### src/rtl/tdm_demux_8ch.sv
// Receive-side TDM demultiplexer: steers a ch0..ch7 sample stream into per-channel
// slots and publishes all eight channels atomically when a frame completes.
module tdm_demux_8ch #(
   parameter int unsigned WIDTH   = 8,
   parameter int unsigned GAP_MAX = 16
) (
   input  logic                 clk,
   input  logic                 rst_n,
   input  logic [WIDTH-1:0]     din,
   input  logic                 din_valid,
   input  logic                 frame_start,
   output logic [8*WIDTH-1:0]   dout,
   output logic                 frame_done,
   output logic                 frame_err,
   output logic [2:0]           ch_idx,
   output logic                 busy
);

   localparam int unsigned NCH     = 8;
   localparam int unsigned LAST_CH = NCH - 1;
   localparam int unsigned GAP_W   = $clog2(GAP_MAX + 1);

   typedef enum logic {
      IDLE    = 1'b0,
      COLLECT = 1'b1
   } state_t;

   state_t           state;
   logic [GAP_W-1:0] gap;

   // Shadow slots for ch0..ch6; ch7 never needs storing because it lands in dout directly.
   logic [WIDTH-1:0] shadow [LAST_CH];

   logic [8*WIDTH-1:0] frame_c;
   logic               gap_expire_c;
   logic               last_slot_c;

   // Completed frame as it will be published: buffered slots plus the arriving ch7 sample.
   always_comb begin
      frame_c = '0;
      for (int unsigned k = 0; k < LAST_CH; k++) begin
         frame_c[k*WIDTH +: WIDTH] = shadow[k];
      end
      frame_c[LAST_CH*WIDTH +: WIDTH] = din;
   end

   assign gap_expire_c = (gap == GAP_W'(GAP_MAX - 1));
   assign last_slot_c  = (ch_idx == 3'(LAST_CH));

   // Frame assembly FSM; pulses default low every cycle so they last exactly one clock.
   always_ff @(posedge clk or negedge rst_n) begin
      if (!rst_n) begin
         state      <= IDLE;
         dout       <= '0;
         frame_done <= 1'b0;
         frame_err  <= 1'b0;
         ch_idx     <= 3'd0;
         busy       <= 1'b0;
         gap        <= '0;
         for (int unsigned k = 0; k < LAST_CH; k++) begin
            shadow[k] <= '0;
         end
      end else begin
         frame_done <= 1'b0;
         frame_err  <= 1'b0;

         case (state)
            IDLE: begin
               // Samples without a frame marker are stray link data and are dropped silently.
               if (din_valid && frame_start) begin
                  shadow[0] <= din;
                  ch_idx    <= 3'd1;
                  gap       <= '0;
                  busy      <= 1'b1;
                  state     <= COLLECT;
               end
            end

            COLLECT: begin
               if (din_valid && frame_start) begin
                  // Early frame marker: abandon the partial frame and restart on this sample.
                  frame_err <= 1'b1;
                  shadow[0] <= din;
                  ch_idx    <= 3'd1;
                  gap       <= '0;
               end else if (din_valid) begin
                  gap <= '0;
                  if (last_slot_c) begin
                     dout       <= frame_c;
                     frame_done <= 1'b1;
                     ch_idx     <= 3'd0;
                     busy       <= 1'b0;
                     state      <= IDLE;
                  end else begin
                     shadow[ch_idx] <= din;
                     ch_idx         <= ch_idx + 3'd1;
                  end
               end else if (gap_expire_c) begin
                  frame_err <= 1'b1;
                  ch_idx    <= 3'd0;
                  gap       <= '0;
                  busy      <= 1'b0;
                  state     <= IDLE;
               end else begin
                  gap <= gap + GAP_W'(1);
               end
            end

            default: begin
               state  <= IDLE;
               ch_idx <= 3'd0;
               busy   <= 1'b0;
               gap    <= '0;
            end
         endcase
      end
   end

endmodule

### config.mk
export PLATFORM = sky130hd
export DESIGN_NAME = tdm_demux_8ch
export DESIGN_NICKNAME = d
export VERILOG_FILES = /design/src/rtl/tdm_demux_8ch.sv
export SDC_FILE = /design/constraint.sdc
export NUM_CORES = 1
export LEC_CHECK = 0
export BUFFER_PORTS_ARGS = -buffer_cell sky130_fd_sc_hd__buf_2
export CAP_MARGIN = 25
export CELL_PAD_IN_SITES_DETAIL_PLACEMENT = 2
export CELL_PAD_IN_SITES_GLOBAL_PLACEMENT = 2
export CORE_MARGIN = 2
export CORE_UTILIZATION = 43
export DETAILED_ROUTE_END_ITERATION = 6
export PLACE_DENSITY_LB_ADDON = 0.1
export SYNTH_ARGS = -nofsm -noshare
export SYNTH_HDL_FRONTEND = slang
export SYNTH_SLANG_ARGS = --single-unit
### constraint.sdc
create_clock -name clk -period 6.6 [get_ports clk]
set_clock_uncertainty 0.05 [all_clocks]
set_input_delay 0.99 -clock clk [delete_from_list [all_inputs] [get_ports clk]]
set_output_delay 0.99 -clock clk [all_outputs]
set_load 0.01 [all_outputs]
# Word level (Yosys, flattened, before mapping)
# Cells that the tools add are included.
totals:
  regBits: 132
  in_bits: 12
  output_inout_bits: 70
  elab_cells: 77
classes:
  add_sub_neg: 2
  n_lt_le_gt_ge: 2
  eq_ne: 9
  mux: 39
  bitwise_logic: 4
  n_reduce_logical: 7
ops:
  columns: ["cell", "count"]
  rows:
  - ["56-bit two-way mux", 2]
  - ["56-bit bitwise mux", 1]
  - ["8-bit demux with 3-bit select", 1]
  - ["8-bit two-way mux", 3]
  - ["5-bit two-way mux", 4]
  - ["1-bit two-way mux", 18]
  - ["8-bit case mux with 2 select lines", 1]
  - ["3-bit two-way mux", 5]
  - ["3-bit by 2-bit != test with 1-bit output, second input constant", 4]
  - ["4-bit AND reduction", 3]
  - ["5-bit case mux with 2 select lines", 1]
  - ["3-bit case mux with 2 select lines", 1]
  - ["5-bit by 1-bit adder with 5-bit output, second input constant", 1]
  - ["5-bit by 4-bit == test with 1-bit output, second input constant", 1]
  - ["4-bit greater-or-equal comparator, second input constant", 1]
  - ["4-bit by 1-bit less-than comparator with 1-bit output, second input constant", 1]
  - ["2-bit != test, second input constant", 2]
  - ["4-bit by 2-bit != test with 1-bit output, second input constant", 1]
  - ["3-bit inverter with 4-bit output", 1]
  - ["1-bit case mux with 2 select lines", 2]
  - ["3-bit by 1-bit adder with 3-bit output, second input constant", 1]
  - ["3-bit == test, second input constant", 1]
  - ["1-bit inverter", 3]
  - ["3-bit AND reduction", 1]
  - ["other kinds (2)", 3]

# Longest topological paths before layout
# Gate-level depths: netlist of the first run.
depth:
  word_depth: 10
  mapped_depth: 8
  mapped_depth_nobuf: 6

# Worst setup path after synthesis of the first run
# Ideal clock, no wire load.
synth_timing:
  path_kind: "input -> register"
  start: "input port frame_start"
  end: "register shadow, in the netlist frame_c[24]"
  setup_ns: 0.125
  arrival_time_ns: 2.133
  setup_slack_ns: 4.292
  cell_stages: 5
  n_path_buf: 2
  cell_sequence: "buf_2 -> and4bb_2 -> and4b_1 -> buf_2 -> mux2_2"
synth_between:
  elab_chain_cells: 3
synth_rtl:
  columns: ["element", "line", "text"]
  rows:
  - ["start: declaration", "11", "input logic frame_start,"]
  - ["1-bit logical AND", "80", "if (din_valid && frame_start) begin"]
  - ["1-bit inverter (no line)", null, null]
  - ["4-bit AND reduction (no line)", null, null]
  - ["end signal: indexed assignment", "95", "shadow[ch_idx] <= din;"]
  - ["end: declaration", "32", "logic [WIDTH-1:0] shadow [LAST_CH];"]
# Every way passes these cells.
# A chain may end at the register's enable or synchronous reset.

# Worst setup path in the final report of the first run
layout_timing:
  start: "register ch_idx[1]"
  end: "register dout[35]"
layout_between:
  elab_chain_cells: 2
layout_rtl:
  columns: ["element", "line", "text"]
  rows:
  - ["start: declaration", "15", "output logic [2:0] ch_idx,"]
  - ["start signal: assignment", "96", "ch_idx <= ch_idx + 3'd1;"]
  - ["3-bit == test", "48", "assign last_slot_c = (ch_idx == 3'(LAST_CH));"]
  - ["4-bit AND reduction (no line)", null, null]
  - ["end signal: assignment", "89", "dout <= frame_c;"]
  - ["end: declaration", "12", "output logic [8*WIDTH-1:0] dout,"]
# Every way passes these cells.

==> impl_results.md, run 1 <==
- Largest net degree at the start of global routing: 74
- RSZ-0062 raised after global routing: false
- CTS Hold Bufs: 0
- Wire per inst: 22.30 um
- Die height: 114.4 um
- Clock tree buffer depth: 2
- Post-Syn Nets: 350
- CP peak stage delay: 610 ps
- Ratio of cells with drive above 1 in the final layout: 55.22%
- Placed instance area: 5759 sq um
- Worst hold stages: 1
- Met2 usage: 37.18%
- Fin. max-slew vios: 0
- HP Class: flip-flop to flip-flop
- Worst skew pair latency: 420 ps
- Vias in the first global route: 3511
- Synth top area share: 63.07%
- First-pass DRT Iterations: 4
- Clk root buf: clkbuf_16
- Initial antenna violation count: 0
- Crit-path leading delay family: buffers and inverters
- Pwr dens: 369.0 nW/um^2
- Critical path depth: 7
- First-pass GRT wire length: 20.64 mm
- Synth Flop Type: dfrtp_1
- Post-synthesis sequential area ratio: 63.07%
- DRT Wirelength: 12.89 mm
- # clock sinks: 132
- Setup TNS: 0 ps
- Slowest CP cell: dfrtp_1
- Peak VDD IR: 0.1696 mV
- Number of flops mapped to enable cells by yosys: 0
- Synth area leaders: dfrtp_1, mux2_2, mux2_4, a22o_1, buf_2
- Final setup vio count: 0
- Vias per cell: 5.401
- Setup slack, reg-to-reg: 3730 ps
- Pleak: 3.421 nW
- Synth Register Bits: 132
- Reg2reg path depth: 7
- Die width: 114.4 um
- Setup CP Type: flip-flop to flip-flop
- # fillers: 1090
- Ys Warns: 0
- Critical Path RT: 6850 ps
- Remaining global-route overflow: 0
- Reg clk slew, reported paths: 60 ps
- Top Usage Layer GRT: met2
- Area leader, netlist: dfrtp_1
- CTS tree: yes
- CP Max Fanout: 46
- Tot GR Track Use: 21.80%
- Post-Syn Area: 5238 sq um
- Outcome: complete, no violations
- Starting Density: 43.79%
- Gpl congestion: 0.7086
- Crit path launch type: flip-flop
- Worst-margin pin slew: 775.8 ps
- Area grow syn2layout: 22.53%
- Post-synth ARST share: 100.0%
- Ports: 82
- GRT met3 Usage: 6.406%
- Crit-path cells: ha_1 > ha_1 > nand3_1 > nand2b_2 > buf_4 > inv_2 > mux2_2
- H-Tree Depth: 4
- # rows: 40
- F_max: 348.9 MHz
- Syn Area/Cell: 15.68 sq um
- Core area: 11960 sq um
- Post-route cell area: 6417 sq um
- Post-CTS setup buffers: 0
- Met1 Track Usage GR: 26.59%
- Max Cap Viol: 0
- Antenna Cells: 0
- Post-Synthesis Cells: 334
- Final Cycle Share: 43.42%
- CP Capture Type: flip-flop
- Worst path bufs/invs: 2
- Final #Nets: 434
- Detailed placement HPWL: 7.609 mm
- Vias: 3122
- Total CTS buffers: 17
- PortBufs: 81
- Post-layout min period: 2866 ps
- Drt initial violations: 89
- Setup WS post-layout: 3734 ps
- Worst rel slew slack: 48.28%
- Post-route ant nets: 0
- Drc violations: 0
- Die area: 13080 sq um
- Resize count post-CTS: 0
- Pre-CTS setup slack: 3572 ps
- Worst EP arrival: 3120 ps
- Most common cell on crit path: ha_1
- Final Hold Vio Count: 0
- Synth unique cells: 38
==> state kept, by name, summed over array words and instances (netlist names) <==
name / flops
busy: 1
ch_idx: 3
dout: 64
frame_c: 56
frame_done: 1
frame_err: 1
gap: 5
state: 1
==> worst reg2reg max path, delay by kind of cell (launching register included) <==
kind,cells,cell delay (ps)
adder cells (fa/ha/maj),2,520
multiplexers,1,410
buffers and inverters,2,850
AND/OR/NAND/NOR,2,320
flip-flops,1,610
==> Yosys cell counts (2+ instances only) <==
cell	count
and3_1	3
nand2b_1	2
nand2_1	5
ha_1	4
nor2_1	4
clkbuf_1	6
nand3_1	2
inv_1	3
dfrtp_1	132
and4bb_2	2
mux2_4	8
a21oi_1	5
and4b_1	2
o2bb2ai_1	2
o31ai_1	2
buf_2	10
mux2_2	104
o21ai_0	9
a22o_1	10
==> layer usage <==
layer	wire length [um]	share of wire, %
met1	5507	43
met2	6742	52
met3	492	3.8
met4	148	1.1
met5	0	0
==> per-stage QoR <==
stage          std cells  hold WS (ps)  power (mW)  util, %
6_report             578         442.0       2.368    53.65
3_5_place_dp         546         433.2       1.331    48.15
5_1_grt              578         467.0       2.472    53.65
3_3_place_gp         546         416.2       1.308    48.15
4_1_cts              578         445.9       2.403    53.65
2_1_floorplan        334         400.6       1.214        -
==> where the power goes <==
group	switching (mW)	leakage (nW)	internal (mW)
Combinational	0.117	1.33	0.155
Clock	0.355	0.317	0.691
Sequential	0.0988	1.77	0.952
Total	0.571	3.42	1.80
==> layout make-up <==
class	instances	area (sq um)	share of cell area [%]
timing repair buffer	83	426.7	6.648
clock buffer	20	456.7	7.116
inverter	4	15.01	0.2340
multi-input combinational	180	1831	28.52
sequential	132	3303	51.47
tap	147	183.9	2.866
clock inverter	12	201.4	3.139
==> layout by cell type (no fill, tap or decap), types with 2 or more instances in the layout <==
| master | n |
|---|---|
| and4b_1 | 2 |
| nand3_1 | 2 |
| inv_1 | 3 |
| ha_1 | 4 |
| clkbuf_16 | 17 |
| buf_4 | 2 |
| dfrtp_1 | 132 |
| a22o_1 | 10 |
| and4bb_2 | 2 |
| mux2_4 | 8 |
| clkbuf_8 | 2 |
| buf_2 | 80 |
| mux2_2 | 104 |
| o2bb2ai_1 | 2 |
| o21ai_0 | 9 |
| clkinvlp_4 | 2 |
| bufinv_16 | 5 |
| nand2_1 | 5 |
| a21oi_1 | 5 |
| clkinv_4 | 2 |
| and3_1 | 3 |
| o31ai_1 | 2 |
| nor2_1 | 4 |
| clkinv_2 | 2 |
==> cell families (layout without fill, tap and decap cells) <==
| group | count (synthesis) | count (layout) | synth area share, % |
|---|---|---|---|
| flops | 132 | 132 | 63.07 |
| mux | 112 | 112 | 24.65 |
| compound gates | 35 | 35 | 4.754 |
| simple gates | 29 | 29 | 4.539 |
| buf+inv | 22 | 119 | 2.031 |
| fa+ha+maj | 4 | 4 | 0.9556 |
==> worst paths after layout <==
check                              end      start
setup / recovery              dout[35]  ch_idx[1]
hold / removal                  gap[4]     gap[4]
setup reg to reg              dout[35]  ch_idx[1]
hold reg to reg                 gap[4]     gap[4]
max in group asynchronous  frame_c[11]      rst_n
min in group asynchronous     dout[48]      rst_n
(Power assumes the default switching activity.)
==> run 2: changes to the inputs <==
--- a/config.mk
+++ b/config.mk
@@ -10,7 +10,7 @@
 export CELL_PAD_IN_SITES_DETAIL_PLACEMENT = 2
 export CELL_PAD_IN_SITES_GLOBAL_PLACEMENT = 2
 export CORE_MARGIN = 2
-export CORE_UTILIZATION = 43
+export CORE_UTILIZATION = 40
 export DETAILED_ROUTE_END_ITERATION = 6
 export PLACE_DENSITY_LB_ADDON = 0.1
 export SYNTH_ARGS = -nofsm -noshare
==> constraint.sdc (replaced) <==
create_clock -name clk -period 2.91 [get_ports clk]
set_clock_uncertainty 0.05 [all_clocks]
set_input_delay 0.4365 -clock clk [delete_from_list [all_inputs] [get_ports clk]]
set_output_delay 0.4365 -clock clk [all_outputs]
set_load 0.01 [all_outputs]
==> impl_results.md, run 2 (synthesized netlist as in run 1, its figures left out) <==
- Outcome: complete, no violations
- Area of the multi-input gates: 1831 sq um (unchanged)
- H-Tree Depth: 4 (unchanged)
- Drt initial violations: 116 (+30%)
- First-pass GRT wire length: 20.32 mm (-1.6%)
- Hold_sp: frame_start
- Total CTS buffers: 17 (unchanged)
- Worst rel slew slack: 45.16% (-3.1 points)
- PortBufs: 81 (unchanged)
- Worst-margin pin slew: 822.6 ps (+46.85 ps)
- Final Cycle Share: 85.57% (+42 points)
- Die width: 118.4 um (+3.6%)
- Starting Density: 41.17% (-2.6 points)
- Vias per cell: 5.187 (-4.0%)
- Die height: 118.4 um (+3.6%)
- Commonest non-fill, non-tap cell in the layout: dfrtp_1
- Non-Filler Instances: 604 (+4.5%)
- Vias in the first global route: 3508 (-0.085%)
- Remaining global-route overflow: 0 (unchanged)
- RSZ-0062 raised after global routing: false
- Placed instance area: 5818 sq um (+1.0%)
- Ports: 82 (unchanged)
- Commonest non-fill, non-tap cells in the layout: dfrtp_1, mux2_2, buf_2
- Crit-path cells: ha_1 > ha_1 > and4bb_2 > and4b_1 > mux2_2
- Crit path launch type: flip-flop
- Peak VDD IR: 0.3025 mV (+78%)
- Setup crit start: ch_idx[1]
- Reg with most FFs: dout
- Most common cell on crit path: ha_1
- Core area: 12720 sq um (+6.4%)
- # rows: 41 (+2.5%)
- Reg clk slew, reported paths: 60 ps (about the same)
- CP Capture Type: flip-flop
- F_max: 401.6 MHz (+15%)
- Fin. max-slew vios: 0 (unchanged)
- Post-layout min period: 2490 ps (-375.8 ps)
- Final setup vio count: 0 (unchanged)
- Final hold slack: 320.1 ps (-121.9 ps)
- Vias: 3133 (+0.35%)
- Max Cap Viol: 0 (unchanged)
- CP Max Fanout: 11 (-76%)
- Final #Nets: 437 (+0.69%)
- Post-layout util: 50.26% (-3.4 points)
- Setup TNS: 0 ps (unchanged)
- # clock sinks: 132 (unchanged)
- Setup CP Type: flip-flop to flip-flop
- Clk root buf: clkbuf_16
- Max FFs per register: 64 (unchanged)
- Dpl cells: 573 (+4.9%)
- Largest net degree at the start of global routing: 83 (+12%)
- Ratio of cells with drive above 1 in the final layout: 54.40% (-0.82 points)
- Register area: 3303 sq um (unchanged)
- Post-route cell area: 6394 sq um (-0.37%)
- Area grow syn2layout: 22.07%
- First-pass DRT Iterations: 4 (unchanged)
- DRT Wirelength: 12.30 mm (-4.6%)
- HP Class: input port to flip-flop
- Total Power: 5.048 mW (+110%)
- Pwr dens: 789.5 nW/um^2 (+110%)
- Final Hold Vio Count: 0 (unchanged)
- Pre-CTS setup slack: 424.1 ps (-3148 ps)
- Pleak: 3.399 nW (-0.65%)
- Clock tree buffer depth: 2 (unchanged)
- Slowest CP cell: dfrtp_1
- Gpl congestion: 0.7786 (+9.9%)
- Worst EP arrival: 2740 ps (-380 ps)
- Initial antenna violation count: 0 (unchanged)
- Die area: 14030 sq um (+7.2%)
- Post-route ant nets: 0 (unchanged)
- Wire per inst: 20.36 um (-8.7%)
- CTS tree: yes
- Tot GR Track Use: 19.31% (-2.5 points)
- Crit-path leading delay family: simple AND/OR/NAND/NOR gates
- Drc violations: 0 (unchanged)
- Antenna Cells: 0 (unchanged)
- Reg2Reg Launch Point: ch_idx[1]
- Setup WS post-layout: 419.8 ps (-3314 ps)
- Detailed placement HPWL: 7.885 mm (+3.6%)
- Worst skew pair latency: 420 ps (about the same)
- Worst path bufs/invs: 0 (-2)
- CP peak stage delay: 540 ps (-70 ps)
- # fillers: 1243 (+14%)
- Critical Path RT: 3160 ps (-3690 ps)
## run 2: power breakdown
group / switching (mW) / total, mW / internal, mW / leakage, nW
combinational: 0.269 / 0.626 / 0.356 / 1.35
sequential: 0.226 / 2.39 / 2.16 / 1.77
clock: 0.736 / 2.04 / 1.30 / 0.276
## run 2: final cells by class
cell class              count  area share [%]
well taps                 172           3.366
multi-input cells         180           28.63
clock inverters             3          0.6654
flip-flops and latches    132           51.66
inverters                   4          0.2348
repair buffers             86           7.260
clock buffers              27           8.180
## run 2: path summary, 6_finish.rpt
check / end / slack [ps] / depth (start not counted)
worst max-delay path: frame_c[27] / 420 / 5
worst min-delay path: ch_idx[2] / 320 / 2
worst max register to register: frame_c[27] / 420 / 5
worst min register to register: gap[4] / 440 / 1
max in group asynchronous: dout[1] / 1530 / 3
min in group asynchronous: dout[52] / 480 / 2
## run 2: per-layer routing
metal  track usage [%]  up-vias  share of wire, %
met5                 0        -                 0
met4             7.143        0               1.6
met3             4.923       15               3.5
met2             31.00       70                49
met1             25.33     1663                46
li1                  -     1385                 -
## run 2: timing repair
| item | in CTS | in global routing |
|---|---|---|
| hold buffers | 1 | 0 |
| hold endpoints to repair | 50 | 0 |
| gates resized for setup | 0 | 0 |
| setup buffers | 0 | 0 |
